## config.mk

```make
export PLATFORM = sky130hd
export DESIGN_NAME = div
export DESIGN_NICKNAME = d
export VERILOG_FILES = /design/src/rtl/div.sv
export SDC_FILE = /design/constraint.sdc
export NUM_CORES = 1
export LEC_CHECK = 0
export BUFFER_PORTS_ARGS = -buffer_cell sky130_fd_sc_hd__buf_2
export CAP_MARGIN = 30
export CORE_MARGIN = 1.5
export CORE_UTILIZATION = 52
export CTS_CLUSTER_SIZE = 10
export DETAILED_ROUTE_END_ITERATION = 10
export PLACE_DENSITY = 0.85
export SYNTH_ARGS = -nofsm -noshare
export SYNTH_HDL_FRONTEND = slang
export SYNTH_SLANG_ARGS = --single-unit
```

## constraint.sdc

```tcl
create_clock -name clk -period 5.79 [get_ports clk]
set_input_delay 1.158 -clock clk [delete_from_list [all_inputs] [get_ports clk]]
set_output_delay 1.158 -clock clk [all_outputs]
set_load 0.1 [all_outputs]
```

## src/rtl/div.sv

```systemverilog
// Multi-cycle radix-2 restoring divider for the execute stage.
// Signed operands are divided as magnitudes and the signs fixed up at the end.
module div (
    input  logic        clk,
    input  logic        rst,
    input  logic        signed_div_i,
    input  logic [31:0] opdata1_i,
    input  logic [31:0] opdata2_i,
    input  logic        start_i,
    input  logic        annul_i,
    output logic [63:0] result_o,
    output logic        ready_o
);

    typedef enum logic [1:0] {
        DIV_FREE,
        DIV_BY_ZERO,
        DIV_ON,
        DIV_END
    } state_t;

    state_t      state_q;
    logic [5:0]  cnt_q;
    logic [64:0] work_q;
    logic [31:0] dvsr_q;
    logic        qneg_q;
    logic        rneg_q;
    logic [63:0] result_q;
    logic        ready_q;

    logic [31:0] abs1_d;
    logic [31:0] abs2_d;
    logic [64:0] shift_d;
    logic [33:0] trial_d;
    logic [64:0] work_d;
    logic [31:0] quo_d;
    logic [31:0] rem_d;

    // Operand magnitudes, one restoring step, and final sign fix-up.
    always_comb begin
        abs1_d = opdata1_i;
        abs2_d = opdata2_i;
        if (signed_div_i && opdata1_i[31]) abs1_d = ~opdata1_i + 32'd1;
        if (signed_div_i && opdata2_i[31]) abs2_d = ~opdata2_i + 32'd1;

        shift_d = {work_q[63:0], 1'b0};
        trial_d = {1'b0, shift_d[64:32]} - {2'b00, dvsr_q};
        work_d  = shift_d;
        if (!trial_d[33]) work_d = {trial_d[32:0], shift_d[31:1], 1'b1};

        quo_d = qneg_q ? (~work_q[31:0] + 32'd1) : work_q[31:0];
        rem_d = rneg_q ? (~work_q[63:32] + 32'd1) : work_q[63:32];
    end

    // Divider control FSM with registered result and ready.
    always_ff @(posedge clk or posedge rst) begin
        if (rst) begin
            state_q  <= DIV_FREE;
            cnt_q    <= 6'd0;
            work_q   <= 65'd0;
            dvsr_q   <= 32'd0;
            qneg_q   <= 1'b0;
            rneg_q   <= 1'b0;
            result_q <= 64'd0;
            ready_q  <= 1'b0;
        end else if (annul_i) begin
            state_q  <= DIV_FREE;
            cnt_q    <= 6'd0;
            result_q <= 64'd0;
            ready_q  <= 1'b0;
        end else begin
            case (state_q)
                DIV_FREE: begin
                    result_q <= 64'd0;
                    ready_q  <= 1'b0;
                    cnt_q    <= 6'd0;
                    if (start_i) begin
                        if (opdata2_i == 32'd0) begin
                            state_q <= DIV_BY_ZERO;
                        end else begin
                            work_q  <= {33'd0, abs1_d};
                            dvsr_q  <= abs2_d;
                            rneg_q  <= signed_div_i & opdata1_i[31];
                            qneg_q  <= signed_div_i &
                                       (opdata1_i[31] ^ opdata2_i[31]);
                            state_q <= DIV_ON;
                        end
                    end
                end
                DIV_BY_ZERO: begin
                    if (!start_i) begin
                        state_q  <= DIV_FREE;
                        result_q <= 64'd0;
                        ready_q  <= 1'b0;
                    end else begin
                        state_q  <= DIV_END;
                        result_q <= 64'd0;
                        ready_q  <= 1'b1;
                    end
                end
                DIV_ON: begin
                    if (!start_i) begin
                        state_q  <= DIV_FREE;
                        cnt_q    <= 6'd0;
                        result_q <= 64'd0;
                        ready_q  <= 1'b0;
                    end else if (cnt_q != 6'd32) begin
                        work_q <= work_d;
                        cnt_q  <= cnt_q + 6'd1;
                    end else begin
                        result_q <= {rem_d, quo_d};
                        ready_q  <= 1'b1;
                        cnt_q    <= 6'd0;
                        state_q  <= DIV_END;
                    end
                end
                DIV_END: begin
                    if (!start_i) begin
                        state_q  <= DIV_FREE;
                        result_q <= 64'd0;
                        ready_q  <= 1'b0;
                    end
                end
                default: begin
                    state_q  <= DIV_FREE;
                    cnt_q    <= 6'd0;
                    result_q <= 64'd0;
                    ready_q  <= 1'b0;
                end
            endcase
        end
    end

    assign result_o = result_q;
    assign ready_o  = ready_q;

endmodule

```

After elaboration in Yosys (flattened, before gate mapping)
Index checks and enable logic that the tools add are counted.
Storage, ports and cells
  bits in registers: 171
  output and inout port bits: 65
  word-level logic and storage cells: 78
  input bits: 69
Cells by class
  mux-type cells: 33
  bitwise logic cells: 9
  reductions and logical operators: 11
  add/subtract/negate cells: 6
  equality and inequality tests: 11
Operators by type and width (count)
  64-bit 2-to-1 mux: 9
  64-bit one-hot mux with 3 select lines: 1
  32-bit by 1-bit adder with 32-bit output, second input constant: 4
  32-bit 2-to-1 mux: 4
  32-bit NOT: 4
  64-bit one-hot mux with 2 select lines: 1
  33-bit by 32-bit subtractor with 34-bit output: 1
  32-bit logical NOT: 1
  6-bit 2-to-1 mux: 3
  2-bit 2-to-1 mux: 7
  6-bit one-hot mux with 2 select lines: 1
  2-bit inequality test, second input constant: 4
  2-bit one-hot mux with 4 select lines: 1
  6-bit by 1-bit adder with 6-bit output, second input constant: 1
  3-bit inequality test, second input constant: 2
  6-bit inequality test, second input constant: 1
  6-bit AND reduction: 1
  1-bit 2-to-1 mux: 5
  2-bit equality test, second input constant: 2
  4-bit inequality test, second input constant: 1
  1-bit one-hot mux with 4 select lines: 1
  4-bit AND reduction: 1
  3-bit AND reduction: 1
  3-bit nonzero test: 1
  other kinds (9): 12

Longest topological paths before layout
Gate-level depths: netlist of run 1.
  depth in word-level cells: 7
  depth in mapped cells: 13
  depth with buffers taken out: 13

Worst setup path before layout of run 1
No wires, ideal clock.
  path type: input to register
  start point: input opdata1_i[7]
  end point: register work_q[24]
  stages on the path: 9
  library setup time: 0.133 ns
  data arrival time: 3.482 ns
  path slack: 2.175 ns
  path buffers: 0
  required time: 5.657 ns
  cells stage by stage: or3_1 -> or4_1 -> or4_1 -> or2_2 -> o31ai_1 -> xor2_1 -> nor2_1 -> a21oi_1 -> o21ai_0
Between the ends
  longest elaborated chain between the ends: 6
Ends and longest elaborated chain
  start: declaration: line 7  | input logic [31:0] opdata1_i,
  32-bit NOT: line 43  | if (signed_div_i && opdata1_i[31]) abs1_d = ~opdata1_i + 32'd1;
  32-bit by 1-bit adder with 32-bit output: line 43
  32-bit 2-to-1 mux: line 43
  64-bit 2-to-1 mux: line 78  | if (opdata2_i == 32'd0) begin
  64-bit 2-to-1 mux: line 77  | if (start_i) begin
  64-bit one-hot mux with 2 select lines: line 72  | case (state_q)
  end signal: assignment: line 81  | work_q <= {33'd0, abs1_d};
  end signal: assignment: line 108  | work_q <= work_d;
  end: declaration: line 24  | logic [64:0] work_q;
No other way between the ends. The select of a mux whose other input is x is not followed.
A chain may end at the register's enable or synchronous reset.

Worst setup path in the final report of run 1
  start point: register work_q[37]
  end point: register work_q[34]
Between the ends
  longest elaborated chain between the ends: 5
Ends and longest elaborated chain
  33-bit by 32-bit subtractor with 34-bit output: line 47  | trial_d = {1'b0, shift_d[64:32]} - {2'b00, dvsr_q};
  64-bit 2-to-1 mux: line 49  | if (!trial_d[33]) work_d = {trial_d[32:0], shift_d[31:1], 1'b1};
  64-bit 2-to-1 mux: line 107  | end else if (cnt_q != 6'd32) begin
  64-bit 2-to-1 mux: line 102  | if (!start_i) begin
  64-bit one-hot mux with 2 select lines: line 72
No other way between the ends. The select of a mux whose other input is x is not followed.

==> results.sh, run 1 <==
export IMPL_synth_seq_area_share_pct=38.9
export IMPL_slew_violations=0
export IMPL_post_cts_setup_buffers=0
export IMPL_holdBufCountCts=0
export IMPL_dominantRegCellSynth="dfrtp_1"
export IMPL_fin_area_um2=12400
export IMPL_end_kind="register"
export IMPL_cts_tree="yes"
export IMPL_worstSetupStartpointType="register"
export IMPL_skew_ns=0.00729
export IMPL_slew_headroom_pct=37.6
export IMPL_ys_warn_count=0
export IMPL_power_density_nw_per_um2=297
export IMPL_synthTopCellsByArea="dfrtp_1, o21ai_0, xor2_1"
export IMPL_synthArstFlopShare_pct=100
export IMPL_syn_area_per_cell_um2=8.40
export IMPL_fin_crit_sh_pct=75.6
export IMPL_crit_arrival_ns=4.68
export IMPL_setup_violations=0
export IMPL_grt_use_total_pct=25.2
export IMPL_rows=52
export IMPL_die_h_um=148
export IMPL_cts_htree_levels=4
export IMPL_criticalPathCategory="register to register"
export IMPL_worst_skew_pair_late_latency_ns=0.44
export IMPL_synth_top_area_share_pct=38.9
export IMPL_cts_max_path_buffers=2
export IMPL_status="completed"
export IMPL_period_minus_slack_ns=4.38
export IMPL_dpl_hpwl_um=19700
export IMPL_place_port_buffers=133
export IMPL_grt_setup_unrepaired="no"
export IMPL_required_ns=6.10
export IMPL_numCtsBuffers=17
export IMPL_vias_per_cell=5.84
export IMPL_cts_sinks=171
export IMPL_synth_area_um2=11000
export IMPL_synth_edf_count=0
export IMPL_root_buffer="clkbuf_16"
export IMPL_cp_max_fo=30
export IMPL_ys_types=57
export IMPL_layout_drive_gt1_share_pct=13.7
export IMPL_route_detailed_drc=0
export IMPL_vias=9833
export IMPL_grt_pass1_wl_um=44800
export IMPL_final_cell_mix="nand2_1, o21ai_0, dfrtp_1"
export IMPL_ys_seq_elements=171
export IMPL_synth_top_area_cell="dfrtp_1"
export IMPL_gp_congestion=0.923
export IMPL_netlist_instances=1309
export IMPL_wl_um=26900
export IMPL_place_area_um2=11900
export IMPL_hp_class="register to register"
export IMPL_tns_ns=0
export IMPL_first_global_vias=8960
export IMPL_worstMarginPinSlew_ns=0.932
export IMPL_die_area_um2=22000
export IMPL_vdd_drop_max_mv=0.251
export IMPL_cts_resized=0
export IMPL_grt_start_max_net_pins=97
export IMPL_drt_first_pass_iters=7
export IMPL_p_total_mw=3.69
export IMPL_synth_nets=1420
export IMPL_fmax_ghz=0.229
export IMPL_stdcell_count=1683
export IMPL_fin_nets=1511
export IMPL_clk_pin_slew_worst_paths_ns=0.07
export IMPL_dpl_cell_count=1651
export IMPL_antenna_left=0
export IMPL_antenna_cells=0
export IMPL_wl_per_cell_um=16.0
export IMPL_synthToLayoutAreaGrowth_pct=13.1
export IMPL_grt_ovfl_total=0
export IMPL_antenna_found_initial=0
export IMPL_p_leak_nw=5.84
export IMPL_final_util_pct=60.6
export IMPL_die_x_um=148
export IMPL_ios=134
export IMPL_start_util_pct=53.6
export IMPL_drtIter0Drc=742
export IMPL_final_common_cell="nand2_1"
export IMPL_maxCapViolCount=0
export IMPL_coreArea_um2=20500
export IMPL_hold_viol_final=0
registers in the layout (all words and copies together), names as in the netlist:
name      count
cnt_q         6
dvsr_q       32
qneg_q        1
ready_o       1
result_o     64
rneg_q        1
state_q       2
work_q       64
cell usage after synthesis (all sizes together) (4+ instances only):
| library cell | number |
|---|---|
| nand2 | 203 |
| o21ai | 188 |
| dfrtp | 171 |
| xor2 | 97 |
| nor2 | 83 |
| a21oi | 79 |
| clkbuf | 58 |
| inv | 54 |
| xnor2 | 48 |
| ha | 41 |
| nand3 | 34 |
| o31ai | 33 |
| or4 | 20 |
| mux2i | 18 |
| a21o | 17 |
| o311ai | 16 |
| o41ai | 16 |
| or3 | 16 |
| buf | 12 |
| nand2b | 11 |
| a31oi | 10 |
| nor4 | 9 |
| a211oi | 8 |
| nand4 | 8 |
| and2 | 7 |
| nor3 | 7 |
| o211ai | 5 |
| a32oi | 4 |
| nor2b | 4 |
| or2 | 4 |
critical path, cell delays in order (launching register included):
cell      delay, ns
dfrtp_1        0.49
ha_1           0.42
a21o_1         0.22
a21o_1         0.19
a221oi_1       0.50
a211oi_1       0.20
o21ai_0        0.32
a31oi_1        0.23
a211oi_4       0.84
buf_4          0.48
mux2i_1        0.23
o21ai_0        0.11
layout make-up:
class,instances,area [um2]
Clock inverter,15,149
Sequential cell,171,4280
Multi-Input combinational cell,1014,6270
Clock buffer,17,425
Inverter,54,208
Timing Repair Buffer,142,761
Fill cell,1725,8070
Tap cell,270,338
power breakdown:
group	switching (mW)	internal (mW)	leakage, nW
clock network	0.544	0.574	0.277
registers	0.208	1.34	2.27
logic	0.645	0.380	3.29
total	1.40	2.30	5.84
per-layer routing:
metal	track usage, %	share of wire [%]	wire (um)
met1	37.2	48	13000
met3	4.02	6.2	1670
met5	0	0	0
met2	39.2	45	12000
met4	5.50	1.0	280
per-stage QoR:
step	hold WS, ns	setup slack [ns]
CTS	0.482	1.48
global route	0.494	1.11
detailed placement	0.465	1.31
global placement	0.457	1.42
finish	0.474	1.41
floorplan	0.485	0.000208
logic make-up (layout without fill, tap and decap cells):
logic type | Yosys count | in the layout | synth area share, %
and+or+nand+nor | 415 | 415 | 17.1
AOI/OAI and AO/OA | 392 | 392 | 21.4
DFF | 171 | 171 | 38.9
xor gates and xnor gates | 145 | 145 | 11.6
buffers and inverters | 124 | 228 | 4.32
adders and majority gates | 42 | 42 | 4.85
muxes | 20 | 20 | 1.84
worst paths after layout:
| path | end | from | cells past startpoint | slack, ns |
|---|---|---|---|---|
| worst max-delay path | work_q[34] | work_q[37] | 11 | 1.41 |
| worst min-delay path | result_o[62] | result_o[62] | 2 | 0.47 |
| worst max register to register | work_q[34] | work_q[37] | 11 | 1.41 |
| worst min register to register | result_o[62] | result_o[62] | 2 | 0.47 |
| max in group asynchronous | result_o[43] | rst | 3 | 3.73 |
| min in group asynchronous | result_o[47] | rst | 2 | 0.85 |
(Power assumes the default switching activity.)
==> run 2: changes to the inputs <==
clock period = 3.8 ns   (was 5.79 ns; I/O delays follow)
==> run 2 against run 1 <==
Against the previous run:
- non-clock buffer count grew 6
- core utilization grew 0.53 points
- maximum frequency grew 21%
- combinational power grew 53%
==> results.sh, run 2 (synthesis results as in run 1) <==
export IMPL_status="completed"
export IMPL_vias=9773
export IMPL_ios=134
export IMPL_dpl_cell_count=1657
export IMPL_route_detailed_drc=0
export IMPL_fin_ws_ns=0.183
export IMPL_layout_drive_gt1_share_pct=14.1
export IMPL_cts_htree_levels=4
export IMPL_pwr_share_clk_pct=31.2
export IMPL_vdd_drop_max_mv=0.284
export IMPL_grt_setup_unrepaired="no"
export IMPL_synthToLayoutAreaGrowth_pct=14.1
export IMPL_slew_headroom_pct=33.3
export IMPL_seqPwrFrac_pct=41.2
export IMPL_first_global_vias=8943
export IMPL_vias_per_cell=5.78
export IMPL_worstMarginPinSlew_ns=0.998
export IMPL_power_switching_mw=2.18
export IMPL_worstSetupStartpointType="register"
export IMPL_cp_max_fo=21
export IMPL_die_area_um2=22000
export IMPL_cts_max_path_buffers=2
export IMPL_grt_use_total_pct=25.4
export IMPL_p_leak_nw=5.89
export IMPL_post_cts_setup_buffers=0
export IMPL_worst_skew_pair_late_latency_ns=0.45
export IMPL_rows=52
export IMPL_fin_crit_sh_pct=95.2
export IMPL_dpl_hpwl_um=19800
export IMPL_crit_arrival_ns=3.93
export IMPL_finalHoldWorstSlack_ns=0.475
export IMPL_start_util_pct=53.6
export IMPL_clk_pin_slew_worst_paths_ns=0.08
export IMPL_die_x_um=148
export IMPL_root_buffer="clkbuf_16"
export IMPL_setup_violations=0
export IMPL_antenna_left=0
export IMPL_maxCapViolCount=0
export IMPL_grt_ovfl_total=0
export IMPL_die_h_um=148
export IMPL_cts_tree="yes"
export IMPL_fmax_ghz=0.277
export IMPL_skew_ns=0.0127
export IMPL_final_common_cell="nand2_1"
export IMPL_power_internal_mw=3.53
export IMPL_drtIter0Drc=850
export IMPL_wl_per_cell_um=16.0
export IMPL_end_kind="register"
export IMPL_fin_nets=1517
export IMPL_stdcell_count=1691
export IMPL_grt_pass1_wl_um=45200
export IMPL_final_cell_mix="nand2_1, o21ai_0, dfrtp_1"
export IMPL_period_minus_slack_ns=3.62
export IMPL_cts_resized=0
export IMPL_grt_start_max_net_pins=172
export IMPL_antenna_found_initial=2
export IMPL_p_total_mw=5.71
export IMPL_slew_violations=0
export IMPL_numCtsBuffers=17
export IMPL_switching_share_pct=38.2
export IMPL_p_comb_share_pct=27.7
export IMPL_pre_cts_slack_ns=0.0744
export IMPL_fillCellCount=1724
export IMPL_cts_sinks=171
export IMPL_holdBufCountCts=0
export IMPL_tns_ns=0
export IMPL_power_density_nw_per_um2=456
export IMPL_drt_first_pass_iters=5
export IMPL_criticalPathCategory="register to register"
export IMPL_hp_class="register to register"
export IMPL_required_ns=4.11
export IMPL_coreArea_um2=20500
export IMPL_wl_um=27000
export IMPL_hold_viol_final=0
export IMPL_gp_congestion=0.911
export IMPL_place_port_buffers=133
-- run 2: cell count changes in the layout (fill, tap and decap cells not counted), sizes merged --
cell      delta
buf          +6
clkinv       +3
diode        +2
inv          -2
clkinvlp     -1
-- run 2: metrics by stage --
step,cell area [um2],util [%]
2_1_floorplan,11000,-
4_1_cts,12500,61.1
6_report,12500,61.2
5_1_grt,12500,61.2
3_5_place_dp,11900,58.1
3_3_place_gp,11900,58.1
-- run 2: worst paths after layout --
check | startpoint | end | slack, ns | cells after the start
setup / recovery | work_q[37] | work_q[47] | 0.18 | 11
hold / removal | result_o[10] | result_o[10] | 0.48 | 2
setup reg to reg | work_q[37] | work_q[47] | 0.18 | 11
hold reg to reg | result_o[10] | result_o[10] | 0.48 | 2
max in group asynchronous | rst | dvsr_q[18] | 2.56 | 3
min in group asynchronous | rst | result_o[51] | 0.58 | 3
-- run 2: layout make-up --
class	instances	area, um2	area share [%]
multi-input combinational	1014	6280	50.1
antenna	2	5.00	0.0399
clock buffer	17	425	3.39
inverter	54	206	1.65
timing repair buffer	148	816	6.51
sequential	171	4280	34.1
tap	270	338	2.69
clock inverter	15	191	1.53
-- run 2: critical path, cell delays in order, from the launching register on --
cell and delay (ns):
dfrtp_1 0.49, ha_1 0.42, a21o_1 0.22, a21o_1 0.19, a221oi_1 0.49, a211oi_1 0.17
o21ai_0 0.30, a31oi_1 0.23, a211oi_4 0.32, buf_4 0.28, mux2i_1 0.27, o21ai_0 0.10
-- run 2: metal layers --
metal | global-route usage (%) | routed length, um | share of wire (%)
met3 | 4.26 | 1590 | 5.9
met5 | 0 | 0 | 0
met4 | 6.98 | 420 | 1.6
met2 | 37.4 | 11800 | 44
met1 | 38.5 | 13200 | 49
-- run 2: power by group through the flow --
| stage | clock network (mW) | registers (mW) | logic [mW] |
|---|---|---|---|
| 2_1_floorplan | 0 | 2.37 | 1.13 |
| 3_3_place_gp | 0 | 2.35 | 1.51 |
| 3_5_place_dp | 0 | 2.37 | 1.56 |
| 4_1_cts | 1.81 | 2.34 | 1.57 |
| 5_1_grt | 1.88 | 2.39 | 1.77 |
| 6_report | 1.78 | 2.35 | 1.58 |
==> run 3: changes to the inputs <==
PLACE_DENSITY = 0.83   (was 0.85)
clock period = 4.4 ns   (was 3.8 ns; I/O delays follow)
==> run 3 against run 2 <==
Against the previous run:
- global-route usage down 0.15 points
- register-to-register slack improved by 0.53 ns
- largest power group unchanged
- clock power decreased by 13%
- first-iteration DRC count fell by 17%
- die area stayed put
- sequential cell count unchanged
- worst setup slack improved by 0.53 ns
- sequential power fell by 14%
- cell count shrank 0.18%
- core utilization decreased by 0.18 points
- combinational power is 15% lower
==> results.sh, run 3 (synthesis results as in run 1) <==
export IMPL_cp_cell_sequence="inv_1, ha_1, inv_1, fa_1, a211oi_1, o21ai_0, o2111ai_1, o21ai_0, a31oi_1, o211ai_1, o311ai_0, xor2_1, o31ai_1"
export IMPL_die_h_um=148
export IMPL_hp_class="register to register"
export IMPL_cp_max_fo=5
export IMPL_die_x_um=148
export IMPL_numCtsBuffers=17
export IMPL_gp_congestion=0.892
export IMPL_grt_pass1_wl_um=44800
export IMPL_min_to="result_o[6]"
export IMPL_crit_buf_inv=2
export IMPL_drtIter0Drc=705
export IMPL_holdPathStages=2
export IMPL_slew_violations=0
export IMPL_fillCellCount=1776
export IMPL_cts_sinks=171
export IMPL_cts_htree_levels=4
export IMPL_max_stage_delay_ns=0.43
export IMPL_grt_setup_unrepaired="no"
export IMPL_cts_max_path_buffers=2
export IMPL_status="completed"
export IMPL_root_buffer="clkbuf_16"
export IMPL_fin_nets=1514
export IMPL_coreArea_um2=20500
export IMPL_final_common_cell="nand2_1"
export IMPL_place_port_buffers=133
export IMPL_crit_slowest_cell="dfrtp_1"
export IMPL_fin_crit_sh_pct=83.8
export IMPL_hold_viol_final=0
export IMPL_crit_arrival_ns=4.04
export IMPL_rows=52
export IMPL_start_util_pct=53.6
export IMPL_first_global_vias=9047
export IMPL_vdd_drop_max_mv=0.306
export IMPL_cts_tree="yes"
export IMPL_grt_start_max_net_pins=172
export IMPL_slew_headroom_pct=36.0
export IMPL_vias_per_cell=5.79
export IMPL_period_minus_slack_ns=3.69
export IMPL_antenna_found_initial=2
export IMPL_drt_first_pass_iters=6
export IMPL_critPathTopFamily="compound AO/OA/AOI/OAI gates"
export IMPL_clk_pin_slew_worst_paths_ns=0.07
export IMPL_cp_startpoint="work_q[31]"
export IMPL_worstHoldStart="result_o[6]"
export IMPL_timing_rr_end="work_q[62]"
export IMPL_skew_ns=0.0116
export IMPL_required_ns=4.75
export IMPL_worst_skew_pair_late_latency_ns=0.45
export IMPL_worstMarginPinSlew_ns=0.960
export IMPL_r2r_slack_ns=0.71
export IMPL_p_leak_nw=5.87
export IMPL_r2r_start="work_q[31]"
export IMPL_antenna_left=0
export IMPL_grt_use_total_pct=25.2
export IMPL_holdBufCountCts=0
export IMPL_die_area_um2=22000
export IMPL_final_cell_mix="nand2_1, o21ai_0, dfrtp_1"
export IMPL_vias=9778
export IMPL_route_detailed_drc=0
export IMPL_power_density_nw_per_um2=394
export IMPL_criticalPathCategory="register to register"
export IMPL_layout_drive_gt1_share_pct=13.8
export IMPL_maxCapViolCount=0
export IMPL_post_cts_setup_buffers=0
export IMPL_ios=134
export IMPL_fmax_ghz=0.271
export IMPL_grt_ovfl_total=0
export IMPL_rr_worst_depth=13
export IMPL_dpl_hpwl_um=19800
export IMPL_worstSetupStartpointType="register"
export IMPL_tns_ns=0
export IMPL_wl_um=26900
export IMPL_end_kind="register"
export IMPL_p_total_mw=4.93
export IMPL_cts_resized=0
export IMPL_synthToLayoutAreaGrowth_pct=13.8
export IMPL_wl_per_cell_um=15.9
export IMPL_setup_violations=0
-- run 3: worst max-delay path by stage --
stage	cells past startpoint	slack [ns]	to
CTS	12	0.80	work_q[53]
finish	13	0.71	work_q[62]
floorplan	9	1.06	work_q[24]
global route	11	0.56	work_q[54]
global placement	10	0.73	work_q[55]
detailed placement	10	0.63	work_q[55]
-- run 3: per-layer routing --
metal | GRT usage (%) | vias to the layer above | share of wire [%]
li1 | - | 4806 | -
met1 | 36.5 | 4615 | 47
met2 | 38.9 | 330 | 45
met3 | 4.51 | 27 | 6.0
met4 | 7.33 | 0 | 1.4
met5 | 0 | - | 0
-- run 3: per-stage QoR --
stage / cells / instance area, um2 / utilization (%) / setup slack (ns) / hold WS (ns)
6_report: 1688 / 12500 / 61.0 / 0.711 / 0.477
5_1_grt: 1688 / 12500 / 61.0 / 0.557 / 0.504
4_1_cts: 1686 / 12500 / 61.0 / 0.799 / 0.483
3_5_place_dp: 1654 / 11900 / 58.0 / 0.634 / 0.466
3_3_place_gp: 1654 / 11900 / 58.0 / 0.731 / 0.456
2_1_floorplan: 1309 / 11000 / - / 1.06 / 0.485
-- run 3: final cells by class --
cell class	instances	area (um2)	area share, %
Sequential cell	171	4280	34.2
Tap cell	270	338	2.70
Multi-Input combinational cell	1014	6270	50.2
Clock inverter	14	171	1.37
Antenna cell	2	5.00	0.0400
Inverter	54	206	1.65
Clock buffer	18	439	3.51
Timing Repair Buffer	145	793	6.35
-- run 3: where the power goes --
group          internal (mW)  switching [mW]
Sequential              1.77           0.267
Clock                  0.832           0.716
Combinational          0.502           0.848
-- run 3: tightest hold or removal path, delay by kind of cell, from the launching register on --
| family | cells | cell delay [ns] |
|---|---|---|
| simple gates | 1 | 0.05 |
| compound gates | 1 | 0.06 |
| flops | 1 | 0.34 |
